### config.mk
export PLATFORM = sky130hd
export DESIGN_NAME = seg7_scan_reader
export DESIGN_NICKNAME = d
export VERILOG_FILES = /design/src/rtl/seg7_scan_reader.sv
export SDC_FILE = /design/constraint.sdc
export NUM_CORES = 1
export LEC_CHECK = 0
export CORE_UTILIZATION = 40
export CTS_CLUSTER_SIZE = 24
export DETAILED_ROUTE_END_ITERATION = 8
export DONT_BUFFER_PORTS = 1
export GPL_ROUTABILITY_DRIVEN = 0
export GPL_TIMING_DRIVEN = 0
export PLACE_DENSITY = 0.56
export SLEW_MARGIN = 20
export SYNTH_ARGS = -nofsm -noshare
export SYNTH_HDL_FRONTEND = slang
export SYNTH_SLANG_ARGS = --single-unit
### constraint.sdc
create_clock -name clk -period 5.68 [get_ports clk]
set_input_delay 1.136 -clock clk [delete_from_list [all_inputs] [get_ports clk]]
set_output_delay 1.136 -clock clk [all_outputs]
set_load 0.05 [all_outputs]
### src/rtl/seg7_scan_reader.sv
// seg7_scan_reader
//   Watches a time-multiplexed seven-segment bus, accepts a digit pattern
//   only after it has been stable for STABLE consecutive samples, decodes it
//   back to BCD and emits one record per change of a digit's value.
//
// Ports
//   clk, rst    : clock, synchronous active-high reset
//   seg[6:0]    : segment lines a..g (seg[6]=a ... seg[0]=g), active-high
//   dig_en      : one-hot digit strobes (NDIG bits)
//   out_ready   : consumer accepts the current record
//   out_valid   : record available; data holds until out_ready
//   out_digit   : index of the strobe that was high
//   out_bcd     : 0-9, 4'hA blank, 4'hE invalid pattern
//   out_err     : out_bcd == 4'hE
//   ovf         : sticky, a capture was dropped while the slot was busy
module seg7_scan_reader #(
    parameter int NDIG   = 4,
    parameter int STABLE = 3
) (
    input  logic                     clk,
    input  logic                     rst,
    input  logic [6:0]               seg,
    input  logic [NDIG-1:0]          dig_en,
    input  logic                     out_ready,
    output logic                     out_valid,
    output logic [$clog2(NDIG)-1:0]  out_digit,
    output logic [3:0]               out_bcd,
    output logic                     out_err,
    output logic                     ovf
);
    localparam int DW = $clog2(NDIG);
    localparam int SW = NDIG + 7;

    function automatic logic [3:0] decode(input logic [6:0] s);
        logic [3:0] c;
        case (s)
            7'h7E:   c = 4'd0;
            7'h30:   c = 4'd1;
            7'h6D:   c = 4'd2;
            7'h79:   c = 4'd3;
            7'h33:   c = 4'd4;
            7'h5B:   c = 4'd5;
            7'h5F:   c = 4'd6;
            7'h70:   c = 4'd7;
            7'h7F:   c = 4'd8;
            7'h7B:   c = 4'd9;
            7'h00:   c = 4'hA;
            default: c = 4'hE;
        endcase
        return c;
    endfunction

    logic [SW-1:0]         sample, prev_q, prev_d;
    logic [3:0]            cnt_q, cnt_d;
    logic [NDIG-1:0][3:0]  last_q, last_d;
    logic                  out_valid_q, out_valid_d;
    logic [DW-1:0]         out_digit_q, out_digit_d;
    logic [3:0]            out_bcd_q, out_bcd_d;
    logic                  out_err_q, out_err_d;
    logic                  ovf_q, ovf_d;

    logic                  onehot, same, capture, is_new, slot_free, emit, drop;
    logic [DW-1:0]         idx;
    logic [3:0]            code;

    // The run counter is the whole scan FSM: 0 = IDLE, 1..STABLE-1 = TRACK,
    // STABLE = HOLD (window already consumed).
    always_comb begin
        sample = {dig_en, seg};
        prev_d = sample;
        onehot = (dig_en != '0) && ((dig_en & (dig_en - NDIG'(1))) == '0);
        same   = (sample == prev_q);

        idx = '0;
        for (int i = 0; i < NDIG; i++) begin
            if (dig_en[i]) idx = DW'(i);
        end
        code = decode(seg);

        if (!onehot)
            cnt_d = '0;
        else if (same)
            cnt_d = (cnt_q == 4'(STABLE)) ? cnt_q : cnt_q + 4'd1;
        else
            cnt_d = 4'd1;

        capture   = onehot && same && (cnt_q == 4'(STABLE - 1));
        is_new    = (code != last_q[idx]);
        slot_free = !out_valid_q || out_ready;
        emit      = capture && is_new && slot_free;
        // A dropped capture leaves last[] alone so the next window retries.
        drop      = capture && is_new && !slot_free;

        out_valid_d = out_valid_q && !out_ready;
        out_digit_d = out_digit_q;
        out_bcd_d   = out_bcd_q;
        out_err_d   = out_err_q;
        ovf_d       = ovf_q | drop;
        last_d      = last_q;
        if (emit) begin
            out_valid_d = 1'b1;
            out_digit_d = idx;
            out_bcd_d   = code;
            out_err_d   = (code == 4'hE);
            last_d[idx] = code;
        end
    end

    always_ff @(posedge clk) begin
        if (rst) begin
            prev_q      <= '0;
            cnt_q       <= '0;
            last_q      <= {NDIG{4'hF}};
            out_valid_q <= 1'b0;
            out_digit_q <= '0;
            out_bcd_q   <= '0;
            out_err_q   <= 1'b0;
            ovf_q       <= 1'b0;
        end else begin
            prev_q      <= prev_d;
            cnt_q       <= cnt_d;
            last_q      <= last_d;
            out_valid_q <= out_valid_d;
            out_digit_q <= out_digit_d;
            out_bcd_q   <= out_bcd_d;
            out_err_q   <= out_err_d;
            ovf_q       <= ovf_d;
        end
    end

    assign out_valid = out_valid_q;
    assign out_digit = out_digit_q;
    assign out_bcd   = out_bcd_q;
    assign out_err   = out_err_q;
    assign ovf       = ovf_q;

endmodule

# == Yosys cells after proc, flatten, opt, wreduce, memory -nomap -nowiden ==
# Cells that the tools add are included.
# op_classes
reduce_logical,17
n_mul,0
n_addsub,2
eq_ne,16
bitwise_logic,4
shifts,0
div_mod_pow,0
magnitude_cmp,2
mux,12
# op_table
cell,n
7-bit equality test (second input constant),8
4-bit case mux with 11 select lines,1
16-bit bitwise mux,1
7-bit by 6-bit equality test with 1-bit output (second input constant),2
11-bit equality test,1
4-bit binary-select mux with 2-bit select,1
4-bit demux with 2-bit select,1
4-bit by 2-bit equality test with 1-bit output (second input constant),2
1-bit logical AND,8
4-bit 2-to-1 mux,2
7-bit logical NOT,1
4-bit by 1-bit adder with 4-bit output (second input constant),1
4-bit bitwise AND,1
4-bit equality test (second input constant),1
4-bit logical NOT,1
1-bit 2-to-1 mux,4
2-bit 2-to-1 mux,2
4-bit inequality test,1
4-bit nonzero test,1
4-bit by 1-bit subtractor with 4-bit output (second input constant),1
1-bit logical NOT,3
2-bit by 3-bit < comparator with 1-bit output (second input constant),1
3-bit OR reduction,1
2-bit by 1-bit greater-or-equal comparator with 1-bit output (second input constant),1
5 further kinds,6
# totals
out_inout_bits,9
mem_bits_rw,0
input_bits,14
latch_bits,0
wordCells,65
romBits,0
reg_bits,40
n_memories,0

# == Logic depth before layout (Yosys ltp) ==
# depth
depth_word,9
mapped_depth,8
depth_no_buf,7

# == Worst setup path before layout ==
# OpenSTA, ideal clock, no wires.
# synth_timing
kind,input to register
startpoint,in seg[1]
endpoint,reg out_bcd_q[1] (netlist: out_bcd[1])
arrival_time_ps,3442
required_time_ps,5559
n_path_buf,1
path_stages,8
setup_slack_ps,2118
setup_ps,121
cell_sequence,buf_2 -> or4_1 -> nor4_4 -> nor2_2 -> a2111oi_4 -> xnor2_2 -> o211ai_4 -> mux2_2
# synth_via
elab_chain_cells,5
# synth_rtl
element,line_no,rtl
from (decl),22,"input logic [6:0] seg,"
"7-bit equality test, or another cell as far along",36,case (s)
4-bit case mux with 11 select lines / 1-bit logical AND (equally long branches),"36, 87",
4-bit inequality test / 1-bit logical AND (equally long branches),"88, 87",
1-bit logical AND (2 in series),90,emit = capture && is_new && slot_free;
to (signal assigned),125,out_bcd_q <= out_bcd_d;
to (decl),58,"logic [3:0] out_bcd_q, out_bcd_d;"
# Parallel ways exist; a longest one is shown, timed or not.
# A chain may end at the register's enable or synchronous reset.

# == Worst setup path after layout ==
# layout_timing
startpoint,in seg[4]
endpoint,reg out_digit_q[1] (netlist: out_digit[1])
# layout_via
elab_chain_cells,5
# layout_rtl
element,line_no,rtl
"7-bit equality test, or another cell as far along",36,
4-bit case mux with 11 select lines / 1-bit logical AND (equally long branches),"36, 87",
4-bit inequality test / 1-bit logical AND (equally long branches),"88, 87",
1-bit logical AND * (2 in series),90,
to (signal assigned),124,out_digit_q <= out_digit_d;
to (decl),57,"logic [DW-1:0] out_digit_q, out_digit_d;"
# Mark *: on every way between the ends. The rest lies on a longest branch, timed or not.

==> results.txt <==
The number of nets in the finished design came out at about 260. The tightest hold path in the finished design has a slack of 0.516 ns. The total routing usage reported by global routing is 17.3%.

The ratio of routed vias to standard cells is 5.25. The count of antenna diodes in the layout came out at 0. The total number of vias is 1,669.

The first detailed-routing pass took 4 iterations. The area of the die came out at 5800 um2. The number of cells on the worst reg-to-reg path came out at 7. The final instance area is 2380 um2. The initial antenna violation count is 0. The proportion of synthesized flip-flops having asynchronous set or reset is 0%.

In this run the count of I/O pins placed on the die edge is 23. The worst hold path stage count came out at 2. The number of buffer cells added on primary ports came out at 0. The initial standard-cell utilization of the core came out at a little over two fifths.

The worst max-slew margin expressed relative to the limit came out at about 33%. The vertical die dimension came out at 76.2 um. The proportion of layout cells with a drive suffix above 1 came out at 10.5%. The via count of the first global-routing pass is 1,648.

The largest individual stage delay along the critical path comes from the cell sky130_fd_sc_hd__a2111oi_4. The max-cap check violation count is 0. The clock skew is ~0.0020 ns. The fraction of the yosys area taken by sequential cells came out at between 30% and 40%. Traced cell by cell, the critical path runs through clkbuf_1, nand2_1, a2111oi_1, a311oi_1, a2111oi_4, xnor2_2, o211ai_4, mux2_2. The area added between synthesis and finish came out at 8.07%.

Yosys mapped a number of flops with a built-in enable equal to 0. The synthesized area is 2200 um2. The sink count of the clock tree came out at 40. Summed over all cells, the static leakage comes to 1.01 nW. The data required time at the worst endpoint is 5.86 ns. After routing, the total negative slack on setup checks comes to 0 ns.

Data arrives at the worst endpoint at 3.93 ns. After clock tree synthesis, the clock-pin slew on the worst setup and hold paths is 0.07 ns. The synthesis warning total is 0. The final number of setup-violating endpoints is 0. The latest clock arrival within the worst-skew pair is 0.28 ns. Among all flip-flop cells after synthesis, the most frequent one is sky130_fd_sc_hd__dfxtp_1. The area after detailed placement is ~2300 um2. The global-route wire length before repair is 7.90 mm. The count of cells resized by post-cts repair is 0. The number of max-slew violations in the final report is 0. The worst setup path is captured at a register.

The count of mapped cells out of synthesis came out at 240. On the worst path, the slowest cell contributes a delay of 0.56 ns. The mean instance size in the synthesized netlist came out at 9.17 um2.

The path class of the tightest hold or removal check is register to register. The total grt overflow came out at 0. The floorplan step set the die width to 76.2 um. STA classifies the critical path startpoint as an input pin. The worst setup slack for register-to-register paths came out at 3.15 ns. The longest clock path from root to sink contains 2 buffers.

Buffers inserted to repair hold after CTS numbered 0. The hold violation total from the final report is 0. The synthesized netlist net count is ~260. Setup repair after global routing left no endpoint under its margin. Counting I/O delays and the setup requirement, the final critical path takes 3.75 ns. The slew at the pin with the worst max-slew slack came out at 0.999 ns. The ratio of final minimum period to clock period is 66.0%. The HPWL reported at the end of detailed placement came out at 3.49 mm. The cell sitting at the root of the clock tree is a sky130_fd_sc_hd__clkbuf_8. Dividing the detail-routed wire length by the instance count gives 14.6 um. The violation count after the first detailed-route iteration came out at 65.

The count of nets left with antenna violations after detail routing came out at 0. The area inside the core boundary is 5200 um2. In this run, distinct cell masters in the synthesized netlist total 52. The post-CTS repair timing setup buffer count is 0. Derived from the worst setup path, the maximum achievable clock frequency is 267 MHz. The maximum fanout along the worst path came out at 9. The post-route DRC violation count is 0. The critical path in this run is classified as input pin to register. The flow ran to the end, and the final reports show no timing, DRC or antenna violations. The maximum number of pins on one net before global-route repair is 12.

Across the VDD grid, the largest voltage drop is 0.153 mV. Counting the buffers created by CTS gives 5. Summed over all layers, the routed wires come to 4.65 mm. The synthesized design contains 40 register bits. In this run the core area contains 26 standard-cell rows. TritonCTS built the clock tree. The total number of H-tree levels is 2.

Dividing total power by cell area gives a power density of roughly 230 nW/um2.
## synth_stat cells, types with 2 or more instances
master / number / share of area, %
sky130_fd_sc_hd__dfxtp_1: 40 / 36
sky130_fd_sc_hd__o211ai_2: 2 / 1.1
sky130_fd_sc_hd__nand2_1: 9 / 1.5
sky130_fd_sc_hd__and3_1: 2 / 0.57
sky130_fd_sc_hd__nor2b_1: 16 / 4.5
sky130_fd_sc_hd__a221oi_1: 2 / 0.80
sky130_fd_sc_hd__a221o_1: 2 / 0.91
sky130_fd_sc_hd__mux2_2: 4 / 2.0
sky130_fd_sc_hd__clkbuf_1: 9 / 1.5
sky130_fd_sc_hd__buf_6: 2 / 1.0
sky130_fd_sc_hd__nor3_1: 5 / 1.1
sky130_fd_sc_hd__inv_1: 4 / 0.68
sky130_fd_sc_hd__nand3_1: 8 / 1.8
sky130_fd_sc_hd__o21ai_0: 5 / 1.1
sky130_fd_sc_hd__a2111oi_0: 2 / 0.80
sky130_fd_sc_hd__o22ai_1: 2 / 0.57
sky130_fd_sc_hd__o31ai_1: 3 / 1.0
sky130_fd_sc_hd__buf_2: 2 / 0.45
sky130_fd_sc_hd__nor4_1: 3 / 0.85
sky130_fd_sc_hd__nor2_1: 33 / 5.6
sky130_fd_sc_hd__mux2i_1: 26 / 12
sky130_fd_sc_hd__a21oi_1: 4 / 0.91
sky130_fd_sc_hd__xor2_1: 14 / 5.6
sky130_fd_sc_hd__ha_1: 2 / 1.1
sky130_fd_sc_hd__nand2b_1: 11 / 3.1
sky130_fd_sc_hd__nor3b_1: 2 / 0.68
## cell usage in the layout, fill, tap and decap left out, drive strengths merged, types with 2 or more instances in the layout
cell type	n
o22ai	2
nor2b	16
and3	2
o21ai	6
clkbuf	17
a221oi	2
o211ai	3
ha	2
a2111oi	4
inv	4
nor3	5
dfxtp	40
a221o	2
a21oi	4
nor3b	2
o31ai	3
xnor2	2
nand3	8
buf	6
nand2b	11
nor2	34
nor4	4
xor2	14
mux2	4
mux2i	26
nand2	9
or2	2
## sequential cells by signal, summed over array words and instances, names as in the netlist
signal     flops
last_q        16
out_digit      2
ovf            1
out_bcd        4
out_valid      1
out_err        1
cnt_q          4
prev_q        11
## final cells by class
class	count	area, um2
plain buffers	15	77.6
clock buffers	8	90.1
fillers	512	2830
inverters	4	15.0
multi-input cells	181	1310
flip-flops and latches	40	801
well taps	70	87.6
## power by group
part | switching, mW | leakage, nW | internal, mW | total (mW)
Sequential | 0.00199 | 0.326 | 0.285 | 0.287
Clock | 0.0938 | 0.0455 | 0.0991 | 0.193
Combinational | 0.0346 | 0.641 | 0.0211 | 0.0557
## cell families after synthesis
group | after synthesis | share of synthesized area [%]
xor+xnor | 16 | 6.71
buf+inv | 19 | 4.21
simple gates | 99 | 23.9
mux | 30 | 13.9
flops | 40 | 36.4
compound gates | 34 | 13.8
fa+ha+maj | 2 | 1.14
## critical path, delay by kind of cell
family / cells / cell delay (ns)
compound gates: 4 / 1.69
buf+inv: 1 / 0.37
mux: 1 / 0.37
xor+xnor: 1 / 0.25
simple gates: 1 / 0.10
## per-layer routing
layer	GRT usage, %	wire [um]	up-vias
met2	28.1	2190	18
met3	3.83	137	2
met1	22.4	2300	794
met4	6.73	27	0
met5	0	0	-
li1	-	-	855
## final timing paths
kind             start           end
max             seg[4]  out_digit[1]
min reg2reg  last_q[2]     last_q[2]
max reg2reg  prev_q[2]     last_q[4]
min          last_q[2]     last_q[2]
## metrics by stage
stage / setup WS, ns / utilization [%] / cells / power (mW)
floorplan: 2.12 / - / 240 / 0.338
global placement: 1.63 / 44.0 / 310 / 0.349
detailed placement: 1.68 / 44.0 / 310 / 0.349
CTS: 1.97 / 45.7 / 318 / 0.544
global route: 1.76 / 45.7 / 318 / 0.559
finish: 1.93 / 45.7 / 318 / 0.535
No activity file was read; power rests on OpenSTA's default activity.
